--- config.mk ---
export PLATFORM = sky130hd
export DESIGN_NAME = mem_read_arbiter
export DESIGN_NICKNAME = d
export VERILOG_FILES = /design/src/rtl/mem_read_arbiter.sv
export SDC_FILE = /design/constraint.sdc
export NUM_CORES = 1
export LEC_CHECK = 0
export BUFFER_PORTS_ARGS = -buffer_cell sky130_fd_sc_hd__buf_2
export CAP_MARGIN = 10
export CORE_ASPECT_RATIO = 0.6
export CORE_MARGIN = 2
export CORE_UTILIZATION = 45
export CTS_CLUSTER_DIAMETER = 40
export CTS_CLUSTER_SIZE = 20
export DETAILED_ROUTE_END_ITERATION = 16
export PLACE_DENSITY = 0.72
export SLEW_MARGIN = 5
export SYNTH_ARGS = -nofsm -noshare
export SYNTH_HDL_FRONTEND = slang
export SYNTH_SLANG_ARGS = --single-unit
--- constraint.sdc ---
create_clock -name clk -period 3.2 [get_ports clk]
set_input_delay 0.64 -clock clk [delete_from_list [all_inputs] [get_ports clk]]
set_output_delay 0.64 -clock clk [all_outputs]
set_load 0.01 [all_outputs]
--- src/rtl/mem_read_arbiter.sv ---
// Two-requester burst-read arbiter: latches i-cache/d-cache refill requests, issues one downstream burst at a time.
// Define MEM_ARB_RR_EN for round-robin arbitration; otherwise the d-cache (requester 1) has fixed priority.
`ifndef ADDR_WIDTH
`define ADDR_WIDTH 26
`endif
`ifndef DATA_WIDTH
`define DATA_WIDTH 32
`endif

module mem_read_arbiter #(
  parameter int ADDR_WIDTH = `ADDR_WIDTH,
  parameter int DATA_WIDTH = `DATA_WIDTH,
  parameter int MAX_WORDS  = 16
) (
  input  logic                  clk,
  input  logic                  rst_n,
  input  logic [ADDR_WIDTH-1:0] req_base      [2],
  input  logic [ADDR_WIDTH-1:0] req_length    [2],
  input  logic [1:0]            req_go,
  output logic [1:0]            req_done,
  output logic [1:0]            req_available,
  output logic [DATA_WIDTH-1:0] req_data,
  input  logic [1:0]            req_re,
  output logic [ADDR_WIDTH-1:0] mem_base,
  output logic [ADDR_WIDTH-1:0] mem_length,
  output logic                  mem_go,
  input  logic                  mem_done,
  input  logic                  mem_available,
  input  logic [DATA_WIDTH-1:0] mem_data,
  output logic                  mem_re
);

  localparam int CW = $clog2(MAX_WORDS + 1);

  typedef enum logic [1:0] {IDLE, ISSUE, BURST} state_t;

  state_t                  state_reg;
  logic                    owner_reg;
  logic [CW-1:0]           count_reg;
  logic [1:0]              pend_reg;
  logic [ADDR_WIDTH-1:0]   base_reg [2];
  logic [ADDR_WIDTH-1:0]   len_reg  [2];
  logic                    mem_go_reg;
  logic [ADDR_WIDTH-1:0]   mem_base_reg;
  logic [ADDR_WIDTH-1:0]   mem_length_reg;

  logic                    in_burst;
  logic                    word_acc;
  logic [ADDR_WIDTH-1:0]   owner_words;
  logic                    last_word;
  logic                    zero_issue;
  logic [1:0]              pend_clr;
  logic                    grant_next;

  assign in_burst    = (state_reg == BURST);
  assign word_acc    = in_burst & mem_available & req_re[owner_reg];
  assign owner_words = len_reg[owner_reg] >> 2;
  assign last_word   = word_acc && ((ADDR_WIDTH'(count_reg) + ADDR_WIDTH'(1)) == owner_words);
  assign zero_issue  = (state_reg == ISSUE) && (len_reg[owner_reg] == '0);
  assign pend_clr    = (last_word || zero_issue) ? (owner_reg ? 2'b10 : 2'b01) : 2'b00;

`ifdef MEM_ARB_RR_EN
  logic last_grant_reg;
  // With both pending, alternate away from whoever was issued last.
  assign grant_next = (&pend_reg) ? ~last_grant_reg : pend_reg[1];
`else
  assign grant_next = pend_reg[1];
`endif

  generate
    for (genvar gi = 0; gi < 2; gi++) begin : g_req
      always_ff @(posedge clk or negedge rst_n) begin
        if (!rst_n) begin
          pend_reg[gi] <= 1'b0;
          base_reg[gi] <= '0;
          len_reg[gi]  <= '0;
        end else if (pend_clr[gi]) begin
          pend_reg[gi] <= 1'b0;
        end else if (req_go[gi] && !pend_reg[gi]) begin
          pend_reg[gi] <= 1'b1;
          base_reg[gi] <= req_base[gi];
          len_reg[gi]  <= req_length[gi];
        end
      end

      always @(posedge clk) begin
        if (rst_n && req_go[gi]) begin
          assert (!pend_reg[gi])
            else $error("%m: req_go[%0d] while a request is still pending", gi);
          assert (pend_reg[gi] || ((req_length[gi] != '0) && (req_length[gi][1:0] == 2'b00) &&
                                   (req_length[gi] <= ADDR_WIDTH'(MAX_WORDS * 4))))
            else $error("%m: illegal burst length %0d on requester %0d", req_length[gi], gi);
        end
      end
    end
  endgenerate

  always_ff @(posedge clk or negedge rst_n) begin
    if (!rst_n) begin
      state_reg      <= IDLE;
      owner_reg      <= 1'b0;
      count_reg      <= '0;
      mem_go_reg     <= 1'b0;
      mem_base_reg   <= '0;
      mem_length_reg <= '0;
`ifdef MEM_ARB_RR_EN
      last_grant_reg <= 1'b1;
`endif
    end else begin
      case (state_reg)
        IDLE: begin
          mem_go_reg <= 1'b0;
          if ((|pend_reg) && mem_done) begin
            owner_reg      <= grant_next;
            mem_base_reg   <= base_reg[grant_next];
            mem_length_reg <= len_reg[grant_next];
            // A zero-length request retires in ISSUE without reaching the memory.
            mem_go_reg     <= (len_reg[grant_next] != '0);
            state_reg      <= ISSUE;
          end
        end
        ISSUE: begin
          mem_go_reg <= 1'b0;
          count_reg  <= '0;
`ifdef MEM_ARB_RR_EN
          last_grant_reg <= owner_reg;
`endif
          state_reg  <= zero_issue ? IDLE : BURST;
        end
        BURST: begin
          if (word_acc) count_reg <= count_reg + CW'(1);
          if (last_word) state_reg <= IDLE;
        end
        default: state_reg <= IDLE;
      endcase
    end
  end

  assign req_done      = ~pend_reg;
  assign req_available = (in_burst && mem_available) ? (owner_reg ? 2'b10 : 2'b01) : 2'b00;
  assign req_data      = mem_data;
  assign mem_re        = in_burst & req_re[owner_reg];
  assign mem_go        = mem_go_reg;
  assign mem_base      = mem_base_reg;
  assign mem_length    = mem_length_reg;

endmodule

==> summary.md <==
| Metric | Value |
|---|---|
| Filler cells | 1,763 |
| Maxcap violations | 0 |
| R2r startpoint | len_reg[29]$_DFFE_PN0P_ |
| Asr flop ratio synth | 1.00 |
| Syn Inst Count | 969 |
| Worst Path Buf+Inv | 1 |
| Die width | 184 µm |
| H-tree depth | 4 |
| YS warnings | 0 |
| Drt via density | 5.75 |
| Vias in the first global route | 7,381 |
| Synth area leader | dfrtp_1 |
| RSZ-0062 raised after global routing | false |
| Fmax | 0.359 GHz |
| Sequential area share after synthesis | 0.479 |
| CP max FO | 19 |
| Outcome | finished clean |
| Starting DRT DRC Count | 722 |
| Post-layout minimum cycle time | 2780 ps |
| Wirelength per Cell | 18.9 µm |
| Final net count | 1,229 |
| Core box area | 19,000 µm² |
| Via Count | 7,719 |
| Total gr overflow | 0 |
| Syn Area/Cell | 9.00 µm² |
| GRT Total Usage | 0.253 |
| Number of flops mapped to enable cells by yosys | 0 |
| Worst-path clk slew | 70 ps |
| Max-slew violations | 0 |
| Post-CTS Resized | 0 |
| CP top delay family | simple AND/OR/NAND/NOR gates |
| Hold Violations, Final | 0 |
| Distinct cell type count after synthesis | 51 |
| Reg2Reg Depth | 7 |
| Detail Route Antenna Nets | 0 |
| Ports | 234 |
| CP startpoint | len_reg[29]$_DFFE_PN0P_ |
| CP peak stage delay | 560 ps |
| Cell Rows | 39 |
| Cell with the most instances after synthesis | dfrtp_1 |
| Synth cell count leaders | dfrtp_1 (167), nand2_1 (156), a21oi_1 (83) |
| # port buffers | 169 |
| Buffer depth of the longest clock path | 2 |
| Share of cells above drive strength 1 | 0.224 |
| Reg2reg end | len_reg[38]$_DFFE_PN0P_ |
| Dpl hpwl | 17.0 mm |
| DRC | 0 |
| Pwr/cell area | 687 nW/µm² |
| Fin crit share | 0.870 |
| Worst-margin pin slew | 1140 ps |
| Setup bufs post-CTS | 0 |
| Critical Path RT | 3500 ps |
| Reg-to-reg setup timing slack | 420 ps |
| Hold crit path type | in -> async |
| Diode count | 0 |
| FF+latch count, synth | 167 |
| Hold buffer count at CTS | 0 |
| Slew headroom | 0.237 |
| TritonRoute pass-1 iters | 6 |
| CTS tree | yes |
| Die area | 20,500 µm² |
| Post-DP Area | 9650 µm² |
| Design Area, Final | 10,300 µm² |
| Static Leak | 5.02 nW |
| Multi-input gate area | 4040 µm² |
| Critical Path End Type | flip-flop |
| Cts bufs inserted | 17 |
| Clock sink count | 167 |
| Die Span Y | 112 µm |
| Largest cells by area after synthesis | dfrtp_1 (48%), mux2i_1 (7.2%), nand2_1 (6.7%) |
| Startpoint types | flip-flop |
| Post-route setup TNS | 0 ps |
| Main flop type after synthesis | dfrtp_1 |
| CP Data Arrival Time | 3080 ps |
| CP Cell Sequence | nor4_1 -> nand3_1 -> a21oi_4 -> a31oi_4 -> nor2_1 -> buf_4 -> o21ai_0 |
| Global-route wire length before repair | 40.2 mm |
| Worst Skew | 13.4 ps |
| Worst VDD drop | 0.000409 V |
| Critical path class | reg -> reg |
| RePlAce Congestion | 0.853 |
| Endpoints failing setup | 0 |
| Register Area | 4180 µm² |
| Final wirelength | 25.4 mm |
| Post-synth net total | 1,114 |
| Largest net degree at the start of global routing | 109 |
| Clock Latency Late Sink | 440 ps |
| Initial Utilization | 0.458 |
| CP max stage cell | nor4_1 |
| Mapped cell area | 8720 µm² |
| Initial antenna violation count | 1 |
| Clk root buf | clkbuf_16 |
| Area grow syn2layout | 17.6% |
| Top cell type's share of synthesized area | 0.479 |
[metrics by stage]
step           setup slack (ps)  hold slack, ps  instances  total power, W   util
3_5_place_dp                491             487       1311         0.00493  0.507
3_3_place_gp                568             484       1311         0.00487  0.507
5_1_grt                     221             287       1343         0.00744  0.539
2_1_floorplan               810             344        969         0.00418      -
6_report                    417             235       1343         0.00704  0.539
4_1_cts                     447             262       1343         0.00707  0.539
[kinds of logic after synthesis]
family	count (synthesis)	synth area share
xor gates and xnor gates	8	0.0112
AOI/OAI and AO/OA	229	0.158
DFF	167	0.479
muxes	63	0.0723
adders and majority gates	1	0.00143
and+or+nand+nor	396	0.214
buffers and inverters	105	0.0646
[worst max-delay path by stage]
stage / slack, ps / endpoint / cells past startpoint
finish: 420 / len_reg[38]$_DFFE_PN0P_ / 7
global route: 220 / base_reg[19]$_DFFE_PN0P_ / 7
CTS: 450 / len_reg[38]$_DFFE_PN0P_ / 7
detailed placement: 490 / base_reg[23]$_DFFE_PN0P_ / 8
global placement: 570 / len_reg[35]$_DFFE_PN0P_ / 7
floorplan: 810 / base_reg[17]$_DFFE_PN0P_ / 7
[report_power, final]
group / switching [W] / internal (W) / total, W
logic: 0.00105 / 0.000803 / 0.00185
clock network: 0.000954 / 0.00119 / 0.00215
registers: 0.000412 / 0.00264 / 0.00305
total: 0.00241 / 0.00463 / 0.00704
[layout make-up]
| cell class | count | area share |
|---|---|---|
| tap | 246 | 0.0300 |
| sequential | 167 | 0.408 |
| clock buffer | 18 | 0.0428 |
| clock inverter | 14 | 0.0161 |
| multi-input combinational | 697 | 0.394 |
| timing repair buffer | 198 | 0.108 |
| inverter | 3 | 0.00110 |
[cells in the final DEF, fill, tap and decap left out, types with 9 or more instances in the layout]
master       n
o22ai_1     26
nor3_1      33
mux2i_1     63
nor2_1      67
and3_1      27
clkbuf_16   17
buf_4       26
nand3_1     70
o21ai_0     47
nand2_1    155
nand4_1      9
dfrtp_1    166
a211o_1     26
a21oi_1     81
o21ai_1     22
buf_2      168
[worst register-to-register path: stages (launching register included)]
cell and delay [ps]:
dfrtp_1 440, nor4_1 560, nand3_1 260, a21oi_4 540, a31oi_4 230, nor2_1 200
buf_4 260, o21ai_0 150
[per-layer routing]
metal | routed length [µm] | up-vias | GRT usage
met5 | 13 | - | 0
met3 | 2090 | 23 | 0.0615
met1 | 12500 | 3731 | 0.399
li1 | - | 3632 | -
met4 | 204 | 2 | 0.0603
met2 | 10600 | 331 | 0.345
(Power assumes the default switching activity.)
